File: config.mk
export PLATFORM = sky130hd
export DESIGN_NAME = dff_input_debouncer
export DESIGN_NICKNAME = d
export VERILOG_FILES = /design/src/rtl/dff_pkg.sv /design/src/rtl/sync_chain.sv /design/src/rtl/dff_input_debouncer.sv
export SDC_FILE = /design/constraint.sdc
export NUM_CORES = 1
export LEC_CHECK = 0
export CELL_PAD_IN_SITES_DETAIL_PLACEMENT = 1
export CELL_PAD_IN_SITES_GLOBAL_PLACEMENT = 1
export CORE_AREA = 2 2 39 41
export CTS_CLUSTER_SIZE = 8
export DETAILED_ROUTE_END_ITERATION = 8
export DIE_AREA = 0 0 41 43
export PLACE_DENSITY = 0.76
export RECOVER_POWER = 25
export SYNTH_ARGS = -nofsm -noshare
export SYNTH_HDL_FRONTEND = slang
export SYNTH_SLANG_ARGS = --single-unit
File: constraint.sdc
create_clock -name CLK -period 2.4 [get_ports CLK]
set_clock_uncertainty 0.05 [all_clocks]
set_input_delay 0.6 -clock CLK [delete_from_list [all_inputs] [get_ports CLK]]
set_output_delay 0.6 -clock CLK [all_outputs]
set_load 0.02 [all_outputs]
File: src/rtl/dff_pkg.sv
// Shared definitions for the D flip-flop front-end blocks: debouncer state
// encoding and the supported synchroniser depth range.
package dff_pkg;

  typedef enum logic [1:0] {
    IDLE_LO = 2'd0,
    CHK_HI  = 2'd1,
    IDLE_HI = 2'd2,
    CHK_LO  = 2'd3
  } dbnc_state_e;

  localparam int SYNC_STAGES_MIN = 2;
  localparam int SYNC_STAGES_MAX = 4;

  // Resting state that matches a given debounced level.
  function automatic dbnc_state_e idle_for(input logic level);
    return level ? IDLE_HI : IDLE_LO;
  endfunction

  // Qualifying state entered when the input disagrees with a given level.
  function automatic dbnc_state_e chk_for(input logic level);
    return level ? CHK_LO : CHK_HI;
  endfunction

endpackage

File: src/rtl/sync_chain.sv
// Reset-to-0 flop chain that brings an asynchronous signal into the CLK domain.
// Reusable wherever an external input enters the design.
module sync_chain
  import dff_pkg::*;
#(
  parameter int SYNC_STAGES = 2
) (
  input  logic CLK,
  input  logic RST,
  input  logic D,
  output logic Q
);

  logic [SYNC_STAGES-1:0] stages_r;

  // Shift the raw input through the chain; stage 0 is the only flop touching D.
  always_ff @(posedge CLK) begin
    if (!RST) begin
      stages_r <= {SYNC_STAGES{1'b0}};
    end else begin
      stages_r <= {stages_r[SYNC_STAGES-2:0], D};
    end
  end

  assign Q = stages_r[SYNC_STAGES-1];

endmodule

File: src/rtl/dff_input_debouncer.sv
// Synchronises a raw input and only follows it once it has held a new level
// for STABLE_CYCLES consecutive enabled samples; emits level plus edge strobes.
module dff_input_debouncer
  import dff_pkg::*;
#(
  parameter int SYNC_STAGES   = 2,
  parameter int STABLE_CYCLES = 4
) (
  input  logic CLK,
  input  logic RST,
  input  logic D_IN,
  input  logic EN,
  output logic Q,
  output logic QN,
  output logic RISE,
  output logic FALL,
  output logic BUSY
);

  localparam int CNT_WIDTH = $clog2(STABLE_CYCLES + 1);
  localparam logic [CNT_WIDTH-1:0] CNT_ZERO = CNT_WIDTH'(0);
  localparam logic [CNT_WIDTH-1:0] CNT_ONE  = CNT_WIDTH'(1);
  localparam logic [CNT_WIDTH-1:0] CNT_LAST = CNT_WIDTH'(STABLE_CYCLES - 1);

  logic                 sync_s;
  dbnc_state_e          state_r;
  logic [CNT_WIDTH-1:0] cnt_r;
  logic                 q_r;
  logic                 qn_r;
  logic                 rise_r;
  logic                 fall_r;
  logic                 busy_r;

  sync_chain #(
    .SYNC_STAGES(SYNC_STAGES)
  ) u_sync (
    .CLK(CLK),
    .RST(RST),
    .D  (D_IN),
    .Q  (sync_s)
  );

  // Debounce FSM with the stability counter and all registered outputs.
  always_ff @(posedge CLK) begin
    if (!RST) begin
      state_r <= IDLE_LO;
      cnt_r   <= CNT_ZERO;
      q_r     <= 1'b0;
      qn_r    <= 1'b1;
      rise_r  <= 1'b0;
      fall_r  <= 1'b0;
      busy_r  <= 1'b0;
    end else begin
      rise_r <= 1'b0;
      fall_r <= 1'b0;
      if (!EN) begin
        // Disabling abandons any qualification; the level itself is held.
        state_r <= idle_for(q_r);
        cnt_r   <= CNT_ZERO;
        busy_r  <= 1'b0;
      end else begin
        case (state_r)
          IDLE_LO, IDLE_HI: begin
            if (sync_s == q_r) begin
              cnt_r  <= CNT_ZERO;
              busy_r <= 1'b0;
            end else if (STABLE_CYCLES == 1) begin
              q_r     <= ~q_r;
              qn_r    <= q_r;
              rise_r  <= ~q_r;
              fall_r  <= q_r;
              state_r <= idle_for(~q_r);
              cnt_r   <= CNT_ZERO;
              busy_r  <= 1'b0;
            end else begin
              state_r <= chk_for(q_r);
              cnt_r   <= CNT_ONE;
              busy_r  <= 1'b1;
            end
          end
          CHK_HI, CHK_LO: begin
            if (sync_s == q_r) begin
              state_r <= idle_for(q_r);
              cnt_r   <= CNT_ZERO;
              busy_r  <= 1'b0;
            end else if (cnt_r == CNT_LAST) begin
              q_r     <= ~q_r;
              qn_r    <= q_r;
              rise_r  <= ~q_r;
              fall_r  <= q_r;
              state_r <= idle_for(~q_r);
              cnt_r   <= CNT_ZERO;
              busy_r  <= 1'b0;
            end else begin
              cnt_r  <= cnt_r + CNT_ONE;
              busy_r <= 1'b1;
            end
          end
          default: begin
            state_r <= idle_for(q_r);
            cnt_r   <= CNT_ZERO;
            qn_r    <= ~q_r;
            busy_r  <= 1'b0;
          end
        endcase
      end
    end
  end

  assign Q    = q_r;
  assign QN   = qn_r;
  assign RISE = rise_r;
  assign FALL = fall_r;
  assign BUSY = busy_r;

endmodule
== Word-level counts from Yosys, hierarchy flattened ==
Index checks and enable logic that the tools add are counted.

* Flip-flop bits (word level): 12
* Bits of input ports: 4
* Output and inout port bits: 5

* Add/sub/neg operators: 1
* Equality and inequality tests: 7
* Mux-type cells: 16
* Bitwise operators: 6
* Reductions and logical operators: 7

{| class="wikitable"
|+ Operators by type and width
! kind !! number
|-
| 2-to-1 mux 2 bit || 7
|-
| 2-to-1 mux 3 bit || 2
|-
| inverter 1 bit || 6
|-
| one-hot mux 3 bit (2 select lines) || 1
|-
| OR reduction 5 bit || 1
|-
| == test 2 bit, second input constant || 2
|-
| 2-to-1 mux 1 bit || 4
|-
| != test 4 bit, second input constant || 1
|-
| one-hot mux 2 bit (2 select lines) || 1
|-
| AND reduction 2 bit || 2
|-
| AND reduction 4 bit || 1
|-
| OR reduction 2 bit || 2
|-
| adder 3 x 1 -> 3 bit, second input constant || 1
|-
| == test 3 x 2 -> 1 bit, second input constant || 1
|-
| != test 3 bit, second input constant || 1
|-
| == test 2 x 1 -> 1 bit, second input constant || 1
|-
| logical NOT 2 bit || 1
|-
| one-hot mux 1 bit (2 select lines) || 1
|-
| == test 1 bit || 1
|}

== Depth between registers and ports, before layout ==
* Word-level depth: 5
* Gate-level depth with buffers: 5
* Depth with buffers taken out: 5

== Cells and area by module ==
A second synthesis with hierarchy kept.

* Cell total of the unflattened synthesis: 39
* Area, all modules: 422.9 µm²

{| class="wikitable"
|+ Modules (own cells, without submodules)
! module !! times used !! cells each !! area an instance (µm²) !! sequential area each (µm²)
|-
| dff_input_debouncer || 1 || 35 || 370.4 || 180.2
|-
| sync_chain || 1 || 4 || 52.6 || 40.0
|}

== Worst setup path after synthesis ==
OpenSTA, ideal clock, no wires.

* Kind: input to register
* Start: in EN
* End: reg qn_r, in the netlist QN
* Library setup time: 0.124 ns
* Arrival: 1.095 ns
* Required time: 2.226 ns
* Slack: 1.131 ns
* Stages on the path: 4
* Path buffers: 1
* Cell sequence: clkbuf_1 nand4_1 a21oi_1 o21ai_0

* Word-level cells in the longest chain between the ends: 1

{| class="wikitable"
|+ RTL lines
! item !! line !! source
|-
| start: declaration || dff_input_debouncer.sv:12 || <nowiki>input logic EN,</nowiki>
|-
| AND reduction 4 bit (no source line) || n/a ||
|-
| end signal: assignment || dff_input_debouncer.sv:69 || <nowiki>qn_r <= q_r;</nowiki>
|-
| end signal: assignment || dff_input_debouncer.sv:88 || <nowiki>qn_r <= q_r;</nowiki>
|-
| end signal: assignment || dff_input_debouncer.sv:102 || <nowiki>qn_r <= ~q_r;</nowiki>
|-
| end: declaration || dff_input_debouncer.sv:29 || <nowiki>logic qn_r;</nowiki>
|}

No other way between the ends.
A chain may end at the register's enable or synchronous reset.

== Worst setup path in the final report ==
* Start: reg q_r, in the netlist Q
* End: out Q

{| class="wikitable"
|+ RTL lines
! item !! line !! source
|-
| start: declaration || dff_input_debouncer.sv:28 || <nowiki>logic q_r;</nowiki>
|-
| start signal: assignment || dff_input_debouncer.sv:68 || <nowiki>q_r <= ~q_r;</nowiki>
|-
| start signal: assignment || dff_input_debouncer.sv:87 || <nowiki>q_r <= ~q_r;</nowiki>
|-
| end: declaration || dff_input_debouncer.sv:13 || <nowiki>output logic Q,</nowiki>
|}

No word-level cell between the ends.

==> results.md <==
* Met2 Track Usage GR at 14.7%
* Max rail drop VDD at 0.000247 V
* Largest net degree at the start of global routing at 8
* Stages on worst setup path at 1
* RSZ-0062 raised after global routing: false
* Post-synthesis mux area share at 0%
* Setup Viol. Count Final at 0
* Drt first pass iters at 4
* Post-CTS Resized at 0
* Cts-stage hold buffer count at 0
* Met3 global-route usage at 4.71%
* Cells after Synth at 40
* Worst Max-Slew Pin Slew at ~0.26 ns
* Fmax at 492 MHz
* Max-cap violation count at 0
* Largest family of logic cells by synthesized area: simple AND/OR/NAND/NOR gates
* Most common cell after layout, fill and taps aside: dfxtp_1
* Vias per cell at 4.72
* Critical Path Source Type: flip-flop
* Initial drt markers at 5
* Worst-case reg-to-reg path depth at 5
* Synth area leader: dfxtp_1
* Design Power at approximately 0.33 mW
* CP Cell Sequence: clkdlybuf4s50_1
* Critical Path AT at 1.38 ns
* Synth Net Count at 47
* Syn-to-layout area delta at 25.6%
* Largest cells by area after synthesis: dfxtp_1 53%, ha_1 9.0%, xor2_2 3.9%, a21oi_1 3.6%, nor3b_1 3.6%
* Mapped Area at 415 sq um
* Worst setup path startpoint: Q
* Register area share after synthesis at a little over half
* Max clock buf depth at 2
* PnR worst setup slack at 0.366 ns
* CP Capture Type: output pin
* WL/cell at roughly 11 um
* Top Usage Layer GRT: met1
* Routed WL at 725 um
* Synthesized area per cell at 10.4 sq um
* R2R Setup Slk at 0.91 ns
* Slew HR at 82.6%
* Adder-Cell Fraction of Synth Area at 9.04%
* DRC at 0
* Clk sink count at 11
* Routed via count at between 300 and 400
* Synth Area in Simple Gates at between 10% and 20%
* Tmin final at 2.03 ns
* Crit Path Category: flip-flop to output pin
* Slowest stage delay, CP at between 0.6 and 0.7 ns
* Dpl ws at 0.623 ns
* Cell Pwr Density at 636 nW/um^2
* First-pass GRT wire length at between 1000 and 1500 um
* Worst-Skew Late Latency at roughly 0.26 ns
* H-tree Lvls at 1
* Worst flop-to-flop path endpoint: QN
* Share of cells above drive strength 1 at under 10%
* Required time worst endpoint at around 1.8 ns
* Xor/xnor share of the synthesized area at 3.92%
* M1 GR Usage at around 16%
* CP Capture Point: Q
* Critical path's top delay family: buffers and inverters
* Hold WC Path Type: flip-flop to flip-flop
* CTS tree: yes
* Compound-Gate Fraction of Synth Area at 10.5%
* Worst-path fanout max at 6
* Clock buffer count from CTS at 3
* Rows at 14
* Critical R2R Launch: cnt_r[0]
* Total grt overflow at 0
* Initial antenna violation count at 0
* Die Area at 1760 sq um
* Crit path buffers/inverters at 1
* Post-detail-place hpwl at 556 um
* Routability cong. at 0.702
* Yosys cell types at 19
* Clk Tree Root Cell: clkbuf_4
* Yosys warnings at 0
* Most frequent cells in the layout: 11 x dfxtp_1, 7 x clkdlybuf4s50_1, 3 x a21oi_1, 3 x ha_1, 3 x clkbuf_4
* TNS Setup at 0 ns
* Worst path slowest cell: clkdlybuf4s50_1
* Global Route Usage Sum at 11.0%
* Leak Pwr at 0.195 nW
* Diode count at 0
* Number of global-route vias before repair at about 320
* Setup Buffers After CTS at 0
* Die Height at 43 um
* ANT nets after route at 0
* Yosys reg bits at 11
* Fin. Hold Viols at 0
* Starting Density at 30.0%
* Ratio of final minimum period to clock period at 84.8%
* Share of the synthesized area in the top cell type at 53.0%
* # nets final at 57
* IO buf count at 8
* Core ar. at ~1400 sq um
* Status: complete, no violations
* Io pins at 9
* Die width at 41 um
* Slew Limit Fails at 0
* Clock transition at path regs at 0.07 ns
[metal layers]
| layer | part of all wire, % | routed length (um) |
|---|---|---|
| met4 | 0 | 0 |
| met5 | 0 | 0 |
| met3 | 5.4 | 39 |
| met2 | 47 | 340 |
| met1 | 48 | 345 |
[cells in the mapped netlist, drive strengths merged]
master  number
and2         2
nor3         1
inv          2
o21a         1
nor2         2
xor2         1
nor3b        2
o21ai        1
a21boi       1
a21oi        3
ha           3
clkbuf       1
buf          2
a41oi        1
nand4        2
nand3        2
dfxtp       11
nand2        2
[worst min-delay path by stage]
stage	start	endpoint	slack [ns]	cells past startpoint
global placement	u_sync.stages_r[0]	u_sync.stages_r[1]	0.37	1
CTS	u_sync.stages_r[0]	u_sync.stages_r[1]	0.39	1
global route	u_sync.stages_r[0]	u_sync.stages_r[1]	0.40	1
floorplan	u_sync.stages_r[0]	u_sync.stages_r[1]	0.36	1
detailed placement	u_sync.stages_r[0]	u_sync.stages_r[1]	0.38	1
finish	u_sync.stages_r[0]	u_sync.stages_r[1]	0.39	1
[state kept, by name, indices dropped and copies added (netlist names)]
signal / count
cnt_r: 3
u_sync.stages_r: 2
BUSY: 1
FALL: 1
Q: 1
QN: 1
RISE: 1
state_r: 1
[stage by stage]
| stage | hold WS, ns | util (%) | area, sq um | cells |
|---|---|---|---|---|
| after floorplan | 0.362 | - | 415 | 40 |
| after global placement | 0.369 | 35.8 | 495 | 61 |
| after detailed placement | 0.376 | 35.8 | 495 | 61 |
| after CTS | 0.394 | 37.7 | 522 | 65 |
| after global routing | 0.402 | 37.7 | 522 | 65 |
| final | 0.388 | 37.7 | 522 | 65 |
[cell families after synthesis]
family | after synthesis
buf+inv | 5
simple gates | 13
fa+ha+maj | 3
compound gates | 7
flops | 11
xor+xnor | 1
[power breakdown]
part | switching, mW | leakage, nW | total [mW] | internal [mW]
Sequential | 0.00283 | 0.0893 | 0.189 | 0.186
Clock | 0.0598 | 0.0150 | 0.124 | 0.0642
Combinational | 0.00802 | 0.0908 | 0.0184 | 0.0104
[layout make-up]
type / instances / area, sq um
fill: 161 / 862
sequential: 11 / 220
multi-input combinational: 24 / 168
timing repair buffer: 8 / 80.1
clock buffer: 4 / 26.3
tap: 16 / 20.0
inverter: 2 / 7.51
(Power assumes the default switching activity.)
